`src/rtl/result_tx_pkg.sv`:
```
// Shared types, constants and helpers for the inference-result stream transmitter.
// Provides the FSM state encoding, the header magic word and a sign-extension helper.
// No logic or ports; imported by result_tx_hold and axis_result_tx.
package result_tx_pkg;

   // HDR is only reachable when RESULT_TX_HEADER_EN is defined.
   typedef enum logic [1:0] {
      IDLE = 2'd0,
      HDR  = 2'd1,
      SEND = 2'd2
   } state_t;

   // Upper half of the optional header beat; the lower half carries frame_count.
   localparam logic [15:0] HDR_MAGIC = 16'hA55A;

   // Widest beat the sign-extension helper can produce.  Callers cast the
   // result down to their own TDATA_WIDTH.
   localparam int MAX_W = 64;

   // Replicate bit (i_width-1) of i_val into every bit above it.
   function automatic logic [MAX_W-1:0] sign_extend(input logic [MAX_W-1:0] i_val,
                                                    input int                i_width);
      logic [MAX_W-1:0] ext;
      ext = i_val;
      for (int i = 0; i < MAX_W; i++) begin
         if (i >= i_width) begin
            ext[i] = i_val[i_width-1];
         end
      end
      return ext;
   endfunction

endpackage

```
`src/rtl/result_tx_hold.sv`:
```
// Result hold register plus beat-select mux for the result stream transmitter.
// Latency: capture takes effect one cycle after i_load; the mux output is combinational.
// Backpressure: none here -- the hold contents only change when the FSM asserts i_load.
//
// Ports:
//   i_clk, i_rst_n  clock and asynchronous active-low reset
//   i_clr           synchronous clear (soft reset)
//   i_load          capture i_data / i_class into the hold registers
//   i_data, i_class neuron outputs (neuron 0 in the LSBs) and winning class index
//   i_sel           beat index: 0..NUM_OUT-1 selects a neuron, NUM_OUT selects the class
//   o_tdata         selected beat payload (neurons sign-extended, class zero-extended)
module result_tx_hold
   import result_tx_pkg::*;
#(
   parameter int DATA_WIDTH  = 16,
   parameter int NUM_OUT     = 10,
   parameter int TDATA_WIDTH = 32,
   parameter int CLASS_WIDTH = 32,
   parameter int CNT_W       = $clog2(NUM_OUT + 1)
) (
   input  logic                          i_clk,
   input  logic                          i_rst_n,
   input  logic                          i_clr,
   input  logic                          i_load,
   input  logic [NUM_OUT*DATA_WIDTH-1:0] i_data,
   input  logic [CLASS_WIDTH-1:0]        i_class,
   input  logic [CNT_W-1:0]              i_sel,
   output logic [TDATA_WIDTH-1:0]        o_tdata
);

   logic [NUM_OUT*DATA_WIDTH-1:0] r_data;
   logic [CLASS_WIDTH-1:0]        r_class;

   logic [DATA_WIDTH-1:0]         w_neuron;
   logic [MAX_W-1:0]              w_wide;

   always_ff @(posedge i_clk or negedge i_rst_n) begin
      if (!i_rst_n) begin
         r_data  <= '0;
         r_class <= '0;
      end else if (i_clr) begin
         r_data  <= '0;
         r_class <= '0;
      end else if (i_load) begin
         r_data  <= i_data;
         r_class <= i_class;
      end
   end

   // Constant-index unrolled mux keeps the part-select in range for every
   // i_sel value, including the class beat index NUM_OUT.
   always_comb begin
      w_neuron = '0;
      for (int k = 0; k < NUM_OUT; k++) begin
         if (i_sel == CNT_W'(k)) begin
            w_neuron = r_data[k*DATA_WIDTH +: DATA_WIDTH];
         end
      end
   end

   always_comb begin
      w_wide                   = '0;
      w_wide[DATA_WIDTH-1:0]   = w_neuron;
      o_tdata                  = '0;
      if (i_sel < CNT_W'(NUM_OUT)) begin
         o_tdata = TDATA_WIDTH'(sign_extend(w_wide, DATA_WIDTH));
      end else begin
         o_tdata[CLASS_WIDTH-1:0] = r_class;
      end
   end

endmodule

```
`src/rtl/axis_result_tx.sv`:
```
// AXI4-Stream master sending one inference result frame: NUM_OUT neuron beats then the class beat (tlast).
// Latency: first tvalid one cycle after res_valid; a last-beat handshake with res_valid starts the next frame with no gap.
// Backpressure: full tready backpressure, beats held stable while stalled; res_valid during a frame is dropped and sets overflow.
//
// Optional feature: define RESULT_TX_HEADER_EN to prefix every frame with a
// header beat {16'hA55A, frame_count} (requires TDATA_WIDTH >= 32).
//
// Ports:
//   s_axi_aclk, s_axi_aresetn  clock and asynchronous active-low reset
//   soft_reset                 synchronous clear, active high
//   res_valid, res_data,       one-cycle result strobe, neuron outputs (neuron 0 in
//   res_class                  the LSBs) and max-finder class index
//   m_axis_t*                  AXI4-Stream master (tdata/tvalid/tready/tlast)
//   busy                       a frame is held or being transmitted
//   overflow                   sticky: a result arrived while busy and was dropped
//   frame_count                completed frames, wraps at 0xFFFF
//   tx_done                    one-cycle pulse the cycle after a frame's last beat
module axis_result_tx
   import result_tx_pkg::*;
#(
   parameter int DATA_WIDTH  = 16,
   parameter int NUM_OUT     = 10,
   parameter int TDATA_WIDTH = 32,
   parameter int CLASS_WIDTH = 32
) (
   input  logic                          s_axi_aclk,
   input  logic                          s_axi_aresetn,
   input  logic                          soft_reset,
   input  logic                          res_valid,
   input  logic [NUM_OUT*DATA_WIDTH-1:0] res_data,
   input  logic [CLASS_WIDTH-1:0]        res_class,
   output logic [TDATA_WIDTH-1:0]        m_axis_tdata,
   output logic                          m_axis_tvalid,
   input  logic                          m_axis_tready,
   output logic                          m_axis_tlast,
   output logic                          busy,
   output logic                          overflow,
   output logic [15:0]                   frame_count,
   output logic                          tx_done
);

   localparam int               CNT_W    = $clog2(NUM_OUT + 1);
   localparam logic [CNT_W-1:0] LAST_CNT = CNT_W'(NUM_OUT);

`ifdef RESULT_TX_HEADER_EN
   localparam state_t FIRST_STATE = HDR;
`else
   localparam state_t FIRST_STATE = SEND;
`endif

   state_t           r_state;
   logic [CNT_W-1:0] r_cnt;
   logic [15:0]      r_frame_count;
   logic             r_overflow;
   logic             r_tx_done;

   state_t           w_state_nxt;
   logic [CNT_W-1:0] w_cnt_nxt;
   logic             w_load;
   logic             w_done_nxt;
   logic             w_ovf_set;
   logic             w_tvalid;
   logic             w_tlast;
   logic             w_xfer;
   logic             w_last_xfer;
   logic [TDATA_WIDTH-1:0] w_hold_tdata;
   logic [TDATA_WIDTH-1:0] w_tdata;

   // ---------------------------------------------------------------- hold + mux
   result_tx_hold #(
      .DATA_WIDTH  (DATA_WIDTH),
      .NUM_OUT     (NUM_OUT),
      .TDATA_WIDTH (TDATA_WIDTH),
      .CLASS_WIDTH (CLASS_WIDTH),
      .CNT_W       (CNT_W)
   ) u_hold (
      .i_clk   (s_axi_aclk),
      .i_rst_n (s_axi_aresetn),
      .i_clr   (soft_reset),
      .i_load  (w_load),
      .i_data  (res_data),
      .i_class (res_class),
      .i_sel   (r_cnt),
      .o_tdata (w_hold_tdata)
   );

   assign w_xfer      = w_tvalid && m_axis_tready;
   assign w_last_xfer = w_xfer && w_tlast;

   // ---------------------------------------------------------------- state register
   always_ff @(posedge s_axi_aclk or negedge s_axi_aresetn) begin
      if (!s_axi_aresetn) begin
         r_state <= IDLE;
      end else if (soft_reset) begin
         r_state <= IDLE;
      end else begin
         r_state <= w_state_nxt;
      end
   end

   // ---------------------------------------------------------------- next state
   always_comb begin
      w_state_nxt = r_state;
      w_cnt_nxt   = r_cnt;
      w_load      = 1'b0;
      w_done_nxt  = 1'b0;
      w_ovf_set   = 1'b0;
      case (r_state)
         IDLE: begin
            if (res_valid) begin
               w_load      = 1'b1;
               w_cnt_nxt   = '0;
               w_state_nxt = FIRST_STATE;
            end
         end
`ifdef RESULT_TX_HEADER_EN
         HDR: begin
            if (res_valid) begin
               w_ovf_set = 1'b1;
            end
            if (w_xfer) begin
               w_state_nxt = SEND;
            end
         end
`endif
         SEND: begin
            if (w_last_xfer) begin
               w_done_nxt = 1'b1;
               // A result arriving on the closing handshake is accepted and
               // starts the next frame straight away.
               if (res_valid) begin
                  w_load      = 1'b1;
                  w_cnt_nxt   = '0;
                  w_state_nxt = FIRST_STATE;
               end else begin
                  w_state_nxt = IDLE;
               end
            end else begin
               if (res_valid) begin
                  w_ovf_set = 1'b1;
               end
               if (w_xfer) begin
                  w_cnt_nxt = r_cnt + CNT_W'(1);
               end
            end
         end
         default: begin
            w_state_nxt = IDLE;
         end
      endcase
   end

   // ---------------------------------------------------------------- outputs
   always_comb begin
      w_tvalid = (r_state != IDLE);
      w_tlast  = (r_state == SEND) && (r_cnt == LAST_CNT);
      w_tdata  = w_hold_tdata;
`ifdef RESULT_TX_HEADER_EN
      if (r_state == HDR) begin
         w_tdata        = '0;
         w_tdata[31:0]  = {HDR_MAGIC, r_frame_count};
      end
`endif
   end

   // ---------------------------------------------------------------- counters / flags
   always_ff @(posedge s_axi_aclk or negedge s_axi_aresetn) begin
      if (!s_axi_aresetn) begin
         r_cnt         <= '0;
         r_frame_count <= '0;
         r_overflow    <= 1'b0;
         r_tx_done     <= 1'b0;
      end else if (soft_reset) begin
         r_cnt         <= '0;
         r_frame_count <= '0;
         r_overflow    <= 1'b0;
         r_tx_done     <= 1'b0;
      end else begin
         r_cnt     <= w_cnt_nxt;
         r_tx_done <= w_done_nxt;
         if (w_done_nxt) begin
            r_frame_count <= r_frame_count + 16'd1;
         end
         if (w_ovf_set) begin
            r_overflow <= 1'b1;
         end
      end
   end

   assign m_axis_tdata  = w_tdata;
   assign m_axis_tvalid = w_tvalid;
   assign m_axis_tlast  = w_tlast;
   assign busy          = (r_state != IDLE);
   assign overflow      = r_overflow;
   assign frame_count   = r_frame_count;
   assign tx_done       = r_tx_done;

endmodule
```
`config.mk`:
```
export PLATFORM = sky130hd
export DESIGN_NAME = axis_result_tx
export DESIGN_NICKNAME = d
export VERILOG_FILES = /design/src/rtl/result_tx_pkg.sv /design/src/rtl/result_tx_hold.sv /design/src/rtl/axis_result_tx.sv
export SDC_FILE = /design/constraint.sdc
export NUM_CORES = 1
export LEC_CHECK = 0
export CORE_MARGIN = 2
export CORE_UTILIZATION = 50
export CTS_CLUSTER_DIAMETER = 60
export DETAILED_ROUTE_END_ITERATION = 10
export PLACE_DENSITY = 0.8
export RECOVER_POWER = 50
export SYNTH_ARGS = -nofsm -noshare
export SYNTH_HDL_FRONTEND = slang
export SYNTH_SLANG_ARGS = --single-unit
```
`constraint.sdc`:
```
create_clock -name s_axi_aclk -period 4.1 [get_ports s_axi_aclk]
set_input_delay 0.82 -clock s_axi_aclk [delete_from_list [all_inputs] [get_ports s_axi_aclk]]
set_output_delay 0.82 -clock s_axi_aclk [all_outputs]
set_load 0.01 [all_outputs]
```
==> flow_metrics.tcl <==
set metrics [dict create \
    status "complete, but fails checks" \
    failed_checks "max-capacitance violations, max-slew violations" \
    drive_gt1_share_pct 5.64 \
    grt_max_degree 115 \
    relSlewSlack_pct -88.0 \
    synthArstFlopShare_pct 100 \
    use_met1_pct 41.7 \
    die_h_um 150 \
    critical_path.max_fanout 29 \
    fin_skew_ps 12.1 \
    globalplace.congestion 0.955 \
    syn-num-nets 1485 \
    place_hpwl_um 24600 \
    synth_cells 1283 \
    fin_nets 1678 \
    startpoint_type "flop" \
    drv_slew 62 \
    wl_per_cell_um 20.0 \
    initial_core_util_pct 50.9 \
    cts.path.max_buffers 3 \
    path_cells "inv_1 -> ha_1 -> buf_4 -> nand3b_1 -> a221o_1 -> a32o_1 -> o21ai_1 -> clkdlybuf4s50_1" \
    globalRouteOverflowTotal 0 \
    grt-busiest-layer "met2" \
    synth_warnings 0 \
    cts_buffers 24 \
    period_minus_slack_ps 4020 \
    worst_setup_path_end_kind "output port" \
    synth_cell_types 56 \
    period_share_pct 98.0 \
    final_cell_mix "nand2_1 (411), clkdlybuf4s50_1 (247), a21oi_1 (242)" \
    die_w_um 150 \
    syn_area_mm2 0.0107 \
    synth_flop_cell "dfrtp_1" \
    cellPowerDensity_mw_per_mm2 364 \
    fmaxAchievable_mhz 249 \
    grt_use_total_pct 30.5 \
    via_per_inst 5.83 \
    worstMarginPinSlew_ps 2820 \
    synth-seq-cells 215 \
    route.detailed.drc 0 \
    finalSetupViolations 0 \
    io_pins 250 \
    crit_slowest_cell "clkdlybuf4s50_1" \
    rows 53 \
    power_leakage_nw 5.87 \
    crit_type "flop to output port" \
    htreeDepth 1 \
    syn_to_final_growth_pct 32.9 \
    final-hold-violation-count 0 \
    grtUsageMet2_pct 47.9 \
    grt_pass1_vias 9922 \
    core_mm2 0.0210 \
    critPathTopFamily "buffers and inverters" \
    die-area_mm2 0.0226 \
    grt_pass1_wl_um 53600 \
    cts_sinks 215 \
    clkTransAtPathRegs_ps 60 \
    met3_usage_pct 7.79 \
    yosysSeqAreaShare_pct 50.3 \
    ir_drop_v 0.000294 \
    slowest_delay_ps 570 \
    cp.arrival_ps 3200 \
    num_antenna_cells 0 \
    synth_edf_count 0 \
    finalWirelength_um 35300 \
    insertion_delay_ps 520 \
    reg2reg_slack_ps 1390 \
    rsz0062_at_grt "yes" \
    postSynthAreaPerCell_um2 8.34 \
    crit_buf_inv 3 \
    hold_class "flop to flop" \
    clock-root-buffer "clkbuf_16" \
    io_buffers 249 \
    drt_iter0_drc 995 \
    ant_nets 0 \
    drv_cap 1 \
    power_mw 5.17 \
    fillers 1684 \
    setup_ws_ps 83.7 \
    required_ps 3280 \
    pre_cts_ws_ps 370 \
    vias 10290 \
    final_common_cell "nand2_1" \
    drt_pre_antenna_iters 5 \
    cts_tree "done" \
    antenna_found_initial 0 \
]
## cell usage after synthesis, types with 4 or more instances
cell | instances | area share, %
nand2_1 | 411 | 14
a21oi_1 | 242 | 11
dfrtp_1 | 215 | 50
buf_2 | 55 | 2.6
clkbuf_1 | 47 | 1.6
nand3_1 | 28 | 1.3
o21ai_0 | 26 | 1.2
nor2_1 | 23 | 0.81
nor2b_1 | 22 | 1.3
inv_1 | 20 | 0.70
a22oi_1 | 16 | 1.1
o22ai_1 | 16 | 0.94
a221o_1 | 15 | 1.4
a32o_1 | 14 | 1.3
nand3b_1 | 14 | 0.98
o221ai_1 | 13 | 1.1
a211o_1 | 12 | 0.98
o21ai_1 | 11 | 0.51
nand4_1 | 6 | 0.35
xor2_1 | 6 | 0.49
ha_1 | 5 | 0.58
a31oi_1 | 4 | 0.23
buf_4 | 4 | 0.28
o31ai_1 | 4 | 0.28
## sequential cells by signal, indices dropped and copies added, names as in the netlist
register        flops
frame_count        16
r_cnt               4
u_hold.r_class     32
tx_done             1
u_hold.r_data     160
overflow            1
r_state             1
## cell families (layout without fill, tap and decap cells)
group	after synthesis	in the layout	share of synthesized area [%]
AOI/OAI and AO/OA	389	390	21.8
and+or+nand+nor	533	533	21.1
adders and majority gates	5	5	0.585
DFF	215	215	50.3
xor gates and xnor gates	9	9	0.737
muxes	1	1	0.105
buffers and inverters	131	337	5.45
## final timing paths
| path | cells after the start | from | to |
|---|---|---|---|
| max | 8 | r_cnt[0] | m_axis_tdata[7] |
| min | 2 | overflow | overflow |
| max reg2reg | 7 | r_cnt[0] | u_hold.r_data[15] |
| min reg2reg | 2 | overflow | overflow |
| max in group asynchronous | 2 | s_axi_aresetn | u_hold.r_data[15] |
| min in group asynchronous | 1 | s_axi_aresetn | u_hold.r_data[80] |
## repair_timing
| action | 4_1_cts | 5_1_grt |
|---|---|---|
| buffers inserted | 0 | 3 |
| hold buffers | 0 | 0 |
| gates resized for setup | 10 | 11 |
| gates cloned | 0 | 1 |
| endpoints found under the setup margin | 31 | 32 |
| pin swaps | 0 | 2 |
## worst register-to-register path: stages, from the launching register on
cell and delay (ps):
dfrtp_1 460, inv_1 150, ha_4 270, and4b_1 410, o21ai_4 250, buf_4 650
nand2_1 200, a21oi_1 220
## report_power, final
group	switching [mW]	total (mW)	leakage (nW)	internal [mW]
logic	0.366	0.710	2.57	0.343
registers	0.0880	2.31	2.91	2.22
clock network	0.842	2.15	0.386	1.31
total	1.30	5.17	5.87	3.88
## through the flow
step | hold WS [ps] | utilization (%) | TNS, ps | area [um^2] | std cells
3_5_place_dp | 494 | 63.3 | 0 | 13300 | 1721
6_report | 500 | 67.6 | 0 | 14200 | 1765
5_1_grt | 533 | 67.6 | -17.9 | 14200 | 1765
3_3_place_gp | 480 | 63.3 | 0 | 13300 | 1721
2_1_floorplan | 495 | - | 0 | 10700 | 1283
4_1_cts | 282 | 67.2 | 0 | 14100 | 1761
## per-layer routing
metal	routed length, um	part of all wire, %	vias to the layer above
met2	16600	47	483
met5	0	0	-
li1	-	-	4785
met1	14200	40	4946
met3	3300	9.4	76
met4	1160	3.3	0
## layout make-up
class,count,area [um^2],share of cell area (%)
Clock buffer,35,703,4.95
Clock inverter,5,81.3,0.572
Inverter,21,83.8,0.590
Multi-Input combinational cell,938,4850,34.2
Sequential cell,215,5380,37.9
Tap cell,275,344,2.42
Timing Repair Buffer,276,2770,19.5
Power figures use the tool's default switching activity.
